$ cat src/rtl/cavlc_coeff_scan.sv
// CAVLC coefficient scanner: walks a captured 4x4 zig-zag block from the
// highest index down, producing totalcoeff, trailing ones and totalzero.
module cavlc_coeff_scan #(
  parameter int COEF_W = 15
) (
  input  logic                     clk,
  input  logic                     rst,
  input  logic                     start,
  input  logic signed [COEF_W-1:0] din_00,
  input  logic signed [COEF_W-1:0] din_01,
  input  logic signed [COEF_W-1:0] din_02,
  input  logic signed [COEF_W-1:0] din_03,
  input  logic signed [COEF_W-1:0] din_04,
  input  logic signed [COEF_W-1:0] din_05,
  input  logic signed [COEF_W-1:0] din_06,
  input  logic signed [COEF_W-1:0] din_07,
  input  logic signed [COEF_W-1:0] din_08,
  input  logic signed [COEF_W-1:0] din_09,
  input  logic signed [COEF_W-1:0] din_10,
  input  logic signed [COEF_W-1:0] din_11,
  input  logic signed [COEF_W-1:0] din_12,
  input  logic signed [COEF_W-1:0] din_13,
  input  logic signed [COEF_W-1:0] din_14,
  input  logic signed [COEF_W-1:0] din_15,
  output logic                     busy,
  output logic                     done,
  output logic [4:0]               totalcoeff,
  output logic [1:0]               trailing_ones,
  output logic [2:0]               t1_sign,
  output logic [3:0]               totalzero,
  output logic [3:0]               rightmost_index
);

  typedef enum logic [1:0] {IDLE, SCAN, DONE} state_t;

  state_t                   state;
  logic signed [COEF_W-1:0] din_a  [16];
  logic signed [COEF_W-1:0] coef_q [16];
  logic [3:0]               idx;
  logic                     found;
  logic                     t1_open;
  logic signed [COEF_W-1:0] cur;
  logic                     nz;
  logic                     pm1;

  assign din_a[0]  = din_00;
  assign din_a[1]  = din_01;
  assign din_a[2]  = din_02;
  assign din_a[3]  = din_03;
  assign din_a[4]  = din_04;
  assign din_a[5]  = din_05;
  assign din_a[6]  = din_06;
  assign din_a[7]  = din_07;
  assign din_a[8]  = din_08;
  assign din_a[9]  = din_09;
  assign din_a[10] = din_10;
  assign din_a[11] = din_11;
  assign din_a[12] = din_12;
  assign din_a[13] = din_13;
  assign din_a[14] = din_14;
  assign din_a[15] = din_15;

  // +/-1 is judged on the full signed word; -1 is all ones
  assign cur = coef_q[idx];
  assign nz  = (cur != '0);
  assign pm1 = (cur == COEF_W'(1)) || (cur == '1);

  always_ff @(posedge clk or negedge rst) begin
    if (!rst) begin
      state           <= IDLE;
      busy            <= 1'b0;
      done            <= 1'b0;
      idx             <= '0;
      found           <= 1'b0;
      t1_open         <= 1'b0;
      totalcoeff      <= '0;
      trailing_ones   <= '0;
      t1_sign         <= '0;
      totalzero       <= '0;
      rightmost_index <= '0;
      for (int i = 0; i < 16; i++) coef_q[i] <= '0;
    end else begin
      case (state)
        IDLE, DONE: begin
          done <= 1'b0;
          if (start) begin
            for (int i = 0; i < 16; i++) coef_q[i] <= din_a[i];
            state           <= SCAN;
            busy            <= 1'b1;
            idx             <= 4'd15;
            found           <= 1'b0;
            t1_open         <= 1'b1;
            totalcoeff      <= '0;
            trailing_ones   <= '0;
            t1_sign         <= '0;
            totalzero       <= '0;
            rightmost_index <= '0;
          end else begin
            state <= IDLE;
            busy  <= 1'b0;
          end
        end
        SCAN: begin
          if (nz) begin
            totalcoeff <= totalcoeff + 5'd1;
            if (!found) begin
              found           <= 1'b1;
              rightmost_index <= idx;
            end
            if (t1_open) begin
              if (pm1 && trailing_ones != 2'd3) begin
                trailing_ones          <= trailing_ones + 2'd1;
                t1_sign[trailing_ones] <= cur[COEF_W-1];
              end else begin
                t1_open <= 1'b0;
              end
            end
          end else if (found) begin
            totalzero <= totalzero + 4'd1;
          end
          if (idx == 4'd0) begin
            state <= DONE;
            busy  <= 1'b0;
            done  <= 1'b1;
          end else begin
            idx <= idx - 4'd1;
          end
        end
        default: begin
          state <= IDLE;
          busy  <= 1'b0;
          done  <= 1'b0;
        end
      endcase
    end
  end

endmodule
$ cat config.mk
export PLATFORM = sky130hd
export DESIGN_NAME = cavlc_coeff_scan
export DESIGN_NICKNAME = d
export VERILOG_FILES = /design/src/rtl/cavlc_coeff_scan.sv
export SDC_FILE = /design/constraint.sdc
export NUM_CORES = 1
export LEC_CHECK = 0
export ABC_AREA = 0
export CORE_ASPECT_RATIO = 2
export CORE_UTILIZATION = 53
export CTS_BUF_LIST = sky130_fd_sc_hd__clkbuf_4
export CTS_CLUSTER_DIAMETER = 30
export DETAILED_ROUTE_END_ITERATION = 8
export GPL_ROUTABILITY_DRIVEN = 1
export GPL_TIMING_DRIVEN = 0
export PLACE_DENSITY = 0.83
export SETUP_SLACK_MARGIN = 0.3
export SLEW_MARGIN = 30
export SYNTH_ARGS = -nofsm -noshare
export SYNTH_HDL_FRONTEND = slang
export SYNTH_SLANG_ARGS = --single-unit
$ cat constraint.sdc
create_clock -name clk -period 3.3 [get_ports clk]
set_input_delay 0.825 -clock clk [delete_from_list [all_inputs] [get_ports clk]]
set_output_delay 0.825 -clock clk [all_outputs]
set_load 0.02 [all_outputs]
Word-level counts from Yosys, hierarchy flattened
Index checks and enable logic that the tools add are counted.
{"block": "totals", "output_inout_bits": 20, "inputBits": 243, "regBits": 268, "elab_cells": 108}
{"block": "classes", "bitwise": 1, "n_lt_le_gt_ge": 3, "muxes": 45, "eq_ne": 14, "addsub": 4, "n_reduce_logical": 14}
{"operator": "15-bit binary-select mux with 4-bit select", "count": 1}
{"operator": "15-bit two-way mux", "count": 2}
{"operator": "4-bit two-way mux", "count": 7}
{"operator": "4-bit case mux with 2 select lines", "count": 3}
{"operator": "2-bit != test (second input constant)", "count": 10}
{"operator": "15-bit equality test (second input constant)", "count": 1}
{"operator": "15-bit by 2-bit equality test with 1-bit output (second input constant)", "count": 1}
{"operator": "15-bit nonzero test", "count": 1}
{"operator": "1-bit two-way mux", "count": 12}
{"operator": "3-bit two-way mux", "count": 4}
{"operator": "2-bit two-way mux", "count": 5}
{"operator": "5-bit two-way mux", "count": 2}
{"operator": "5-bit case mux with 2 select lines", "count": 1}
{"operator": "2-bit case mux with 2 select lines", "count": 2}
{"operator": "4-bit AND reduction", "count": 2}
{"operator": "1-bit case mux with 2 select lines", "count": 3}
{"operator": "3-bit case mux with 2 select lines", "count": 1}
{"operator": "3-bit AND reduction", "count": 2}
{"operator": "5-bit by 1-bit adder with 5-bit output (second input constant)", "count": 1}
{"operator": "5-bit greater-or-equal comparator (second input constant)", "count": 1}
{"operator": "4-bit NOT with 5-bit output", "count": 1}
{"operator": "5-bit AND reduction", "count": 1}
{"operator": "4-bit by 1-bit adder with 4-bit output (second input constant)", "count": 1}
{"operator": "4-bit zero test", "count": 1}
{"operator": "other kinds (14)", "count": 15}

Depth between registers and ports, before layout
{"block": "depth", "depth_word": 11, "ltp_mapped": 10, "depth_no_buf": 7}

Least setup slack after synthesis
Ideal clock, no wire load.
{"block": "synth_path", "path_type": "register to register", "startpoint": "reg idx[0]", "endpoint": "reg totalzero[3]", "path_buffers": 2, "required_time_ps": 3165, "setup_ps": 135, "t_arrival_ps": 2523, "path_slack_ps": 641, "synth_period_minus_slack_ps": 2659, "stages_incl_launch_ff": 10, "cell_sequence": "dfrtp_1 > buf_2 > mux4_1 > a22oi_1 > nand2_1 > nor4_4 > nand4_4 > buf_6 > o311ai_2 > o41ai_2"}
{"block": "synth_between", "elab_chain_len": 7}
{"item": "start: declaration", "line": "39", "source": "logic [3:0] idx;"}
{"item": "start signal: assignment", "line": "126", "source": "idx <= idx - 4'd1;"}
{"item": "4-bit NOT with 5-bit output (not written as such)", "line": "64", "source": "assign cur = coef_q[idx];"}
{"item": "15-bit binary-select mux with 4-bit select", "line": "64"}
{"item": "15-bit two-way mux (not written as such) (2 in a row)", "line": "64"}
{"item": "15-bit nonzero test", "line": "65", "source": "assign nz = (cur != '0);"}
{"item": "2-bit != test (no source line)"}
{"item": "4-bit AND reduction (no source line)"}
{"item": "end signal: assignment", "line": "119", "source": "totalzero <= totalzero + 4'd1;"}
{"item": "end: declaration", "line": "30", "source": "output logic [3:0] totalzero,"}
Every way passes these cells. The select of a mux whose other input is x is not followed.
A chain may end at the register's enable or synchronous reset.

Final worst setup path
{"block": "layout_path", "startpoint": "reg idx[1]", "endpoint": "reg t1_sign[0]"}
{"block": "layout_between", "elab_chain_len": 9, "elab_cells_between_ends": 17, "classes_between": "4 x eq/ne; 8 x mux; 1 x bitwise; 4 x reduce/logical"}
{"item": "4-bit NOT with 5-bit output (not written as such) (*)", "line": "64"}
{"item": "15-bit binary-select mux with 4-bit select (*)", "line": "64"}
{"item": "15-bit two-way mux (not written as such) (*) (2 in a row)", "line": "64"}
{"item": "15-bit by 2-bit equality test with 1-bit output (tied with other cells)", "line": "66", "source": "assign pm1 = (cur == COEF_W'(1)) || (cur == '1);"}
{"item": "1-bit logical OR or 3-bit two-way mux (tied branches)", "line": "66, 111"}
{"item": "1-bit logical AND or 3-bit two-way mux (tied branches)", "line": "111, 110"}
{"item": "2-bit != test (no source line) or 3-bit two-way mux (tied branches)"}
{"item": "5-bit AND reduction (no source line) or 3-bit case mux with 2 select lines (tied branches)"}
{"item": "end signal: indexed assignment", "line": "113", "source": "t1_sign[trailing_ones] <= cur[COEF_W-1];"}
{"item": "end: declaration", "line": "29", "source": "output logic [2:0] t1_sign,"}
Mark *: on every way between the ends. The rest lies on a longest branch, timed or not. The select of a mux whose other input is x is not followed.

==> results_dict.tcl <==
set metrics [dict create \
    syn-cell-area_um2 12340 \
    cp.arrival_ns 3.59 \
    synth-async-reset-ratio_pct 100.0 \
    avgSynthCellArea_um2 9.500 \
    rows 78 \
    nets 1888 \
    holdWs_ns 0.4738 \
    wl_per_cell_um 21.96 \
    die_x_um 109.9 \
    ys_types 46 \
    drt-initial-drc-count 838 \
    crit_type "reg2reg" \
    area_growth_pct 34.06 \
    rsz0062_at_grt "true" \
    skew_ns 0.06319 \
    setup_viol 0 \
    cpPeakStageDelay_ns 0.42 \
    ant_nets 0 \
    post-route-period-util_pct 90.56 \
    io_pins 263 \
    firstDrtPassIters 5 \
    cap_violations 0 \
    post-route-min-period_ns 2.988 \
    fillers 1669 \
    clock.fmax_mhz 334.6 \
    endpoint_kind "flip-flop" \
    coreArea_um2 22740 \
    tightest_slew_ns 0.8463 \
    crit_chain "buf_2 > buf_4 > mux4_2 > a22oi_2 > nand2_2 > nor4_4 > nand4_4 > buf_8 > buf_6 > a21oi_2 > o21ai_1" \
    clkLatencyLatePin_ns 0.78 \
    pre_cts_ws_ns -0.3371 \
    dp.cells 1844 \
    grt_usage_pct 37.42 \
    synthTopCellsByCount "nand2_1 (760), dfrtp_1 (267), clkbuf_1 (63)" \
    crit_slowest_cell "mux4_2" \
    instances_no_fill 1956 \
    synth_top_area_share_pct 54.14 \
    drive_gt1_share_pct 13.55 \
    grt_pass1_vias 11958 \
    crit_required_ns 3.90 \
    ys_warn_count 0 \
    final_core_util_pct 72.75 \
    drv_slew 0 \
    grt_max_degree 90 \
    synth_area_leaders "dfrtp_1 (54%), nand2_1 (23%), mux4_2 (9.5%)" \
    drt-total-wl_um 42950 \
    synth_seq_cells 267 \
    numPortBuffers 262 \
    cts_buffers 60 \
    dr_total_vias 11263 \
    tritoncts "yes" \
    die_h_um 217.8 \
    finalHoldViolCount 0 \
    synthFlopType "dfrtp_1" \
    vdd_drop_max_mv 0.5803 \
    cp-start-kind "flip-flop" \
    ys_seq_area_share_pct 54.14 \
    clk_pin_slew_ns 0.07 \
    antenna_found_initial 1 \
    avgViaCountPerCell 5.758 \
    relSlewSlack_pct 43.58 \
    fin_ws_ns 0.3117 \
    synth.most_common_cell "nand2_1" \
    powerDensity_nw_per_um2 928.8 \
    crit_fanout 10 \
    h-tree-depth 2 \
    synth_area_leader_cell "dfrtp_1" \
    status "finished, final reports clean" \
    netlist_instances 1299 \
    p_leak_uw 0.008091 \
    ctsLongestPathBuffers 3 \
    synth-edff-count 0 \
    start_util_pct 54.27 \
    syn_nets 1549 \
    drc 0 \
    finalPower_uw 15370 \
    die-area_um2 23940 \
    dp_hpwl_um 30980 \
    routabilityCongestion 0.9117 \
    hold_path.class "reg2reg" \
    clock_sinks 267 \
    cts-root-buf "clkbuf_4" \
    grt_pass1_wl_um 63760 \
    grt_overflow 0 \
]
## placed cells by master, fill, tap and decap left out, drive strengths merged, types with 2 or more instances in the layout
| cell type | netlist | layout |
|---|---|---|
| mux2i | 7 | 7 |
| nand4 | 4 | 4 |
| nand2b | 3 | 3 |
| dfrtp | 267 | 267 |
| o311ai | 2 | 2 |
| a22oi | 28 | 28 |
| a21oi | 7 | 7 |
| nand2 | 760 | 760 |
| clkinv | 0 | 12 |
| xor2 | 3 | 3 |
| nand3 | 4 | 4 |
| and3 | 4 | 4 |
| ha | 7 | 7 |
| mux4 | 61 | 61 |
| and2 | 6 | 6 |
| clkdlybuf4s50 | 0 | 261 |
| nor4 | 5 | 5 |
| a211o | 4 | 4 |
| o2111ai | 3 | 3 |
| inv | 8 | 8 |
| o2111a | 4 | 4 |
| nor2 | 7 | 7 |
| buf | 15 | 29 |
| o211ai | 3 | 3 |
| o41ai | 2 | 2 |
| o21ai | 8 | 8 |
| nor2b | 4 | 4 |
| clkbuf | 63 | 150 |
| or4 | 2 | 2 |
## state kept, by name (all words and copies together) (netlist names)
signal           count
coef_q             240
totalcoeff           5
idx                  4
rightmost_index      4
totalzero            4
t1_sign              3
trailing_ones        2
busy                 1
done                 1
found                1
state                1
t1_open              1
## layout make-up
type | count | area, um2 | area share, %
flip-flops and latches | 267 | 6683 | 40.39
multi-input cells | 946 | 5423 | 32.78
repair buffers | 277 | 2856 | 17.27
clock buffers | 86 | 645.6 | 3.903
plain buffers | 78 | 476.7 | 2.882
well taps | 280 | 350.3 | 2.118
clock inverters | 13 | 76.32 | 0.4614
inverters | 8 | 30.03 | 0.1815
diodes | 1 | 2.502 | 0.01513
## worst max-delay path: cells and delay by family (launching register included)
kind	cells	cell delay, ns
AO/OA/AOI/OAI	3	0.43
buffers and inverters	4	0.99
flip-flops	1	0.32
multiplexers	1	0.42
AND/OR/NAND/NOR	3	0.68
## where the power goes
group | switching [uW] | internal [uW] | total (uW)
combinational | 4040 | 3100 | 7130
clock | 1310 | 1260 | 2570
sequential | 891 | 4770 | 5660
total | 6240 | 9120 | 15400
## cells by family after synthesis
logic type               count (synthesis)  synth area share, %
AO/OA/AOI/OAI                           63                4.137
XOR/XNOR                                 4               0.2839
adder cells (fa/ha/maj)                  7               0.7097
buffers and inverters                   86                2.991
flip-flops                             267                54.14
multiplexers                            68                11.97
AND/OR/NAND/NOR                        804                25.76
## stage by stage
step / instance area (um2) / setup TNS, ns
3_5_place_dp: 15400 / -5.074
2_1_floorplan: 12340 / 0
6_report: 16540 / 0
3_3_place_gp: 15310 / -2536.28
5_1_grt: 16540 / 0
4_1_cts: 16370 / 0
## per-layer routing
| layer | wire, um | vias up | track usage, % |
|---|---|---|---|
| li1 | - | 4936 | - |
| met1 | 13540 | 5425 | 39.48 |
| met2 | 21590 | 681 | 60.38 |
| met3 | 3227 | 221 | 6.515 |
| met4 | 4599 | 0 | 37.42 |
| met5 | 0 | - | 0 |
## what timing repair did
action,in CTS,in global routing
hold buffers,1,0
buffers inserted,8,2
hold endpoints to repair,44,0
gates resized for setup,62,44
pin swaps,8,29
cloned,0,1
endpoints found under the setup margin,20,20
## worst paths after layout
check,startpoint,endpoint,slack [ns],cells past startpoint
setup / recovery,idx[1],t1_sign[0],0.31,11
hold / removal,coef_q[26],coef_q[26],0.47,2
setup reg to reg,idx[1],t1_sign[0],0.31,11
hold reg to reg,coef_q[26],coef_q[26],0.47,2
max in group asynchronous,rst,coef_q[203],1.65,4
min in group asynchronous,rst,coef_q[153],0.54,2
Note: power is estimated with default switching activity, not from simulation.
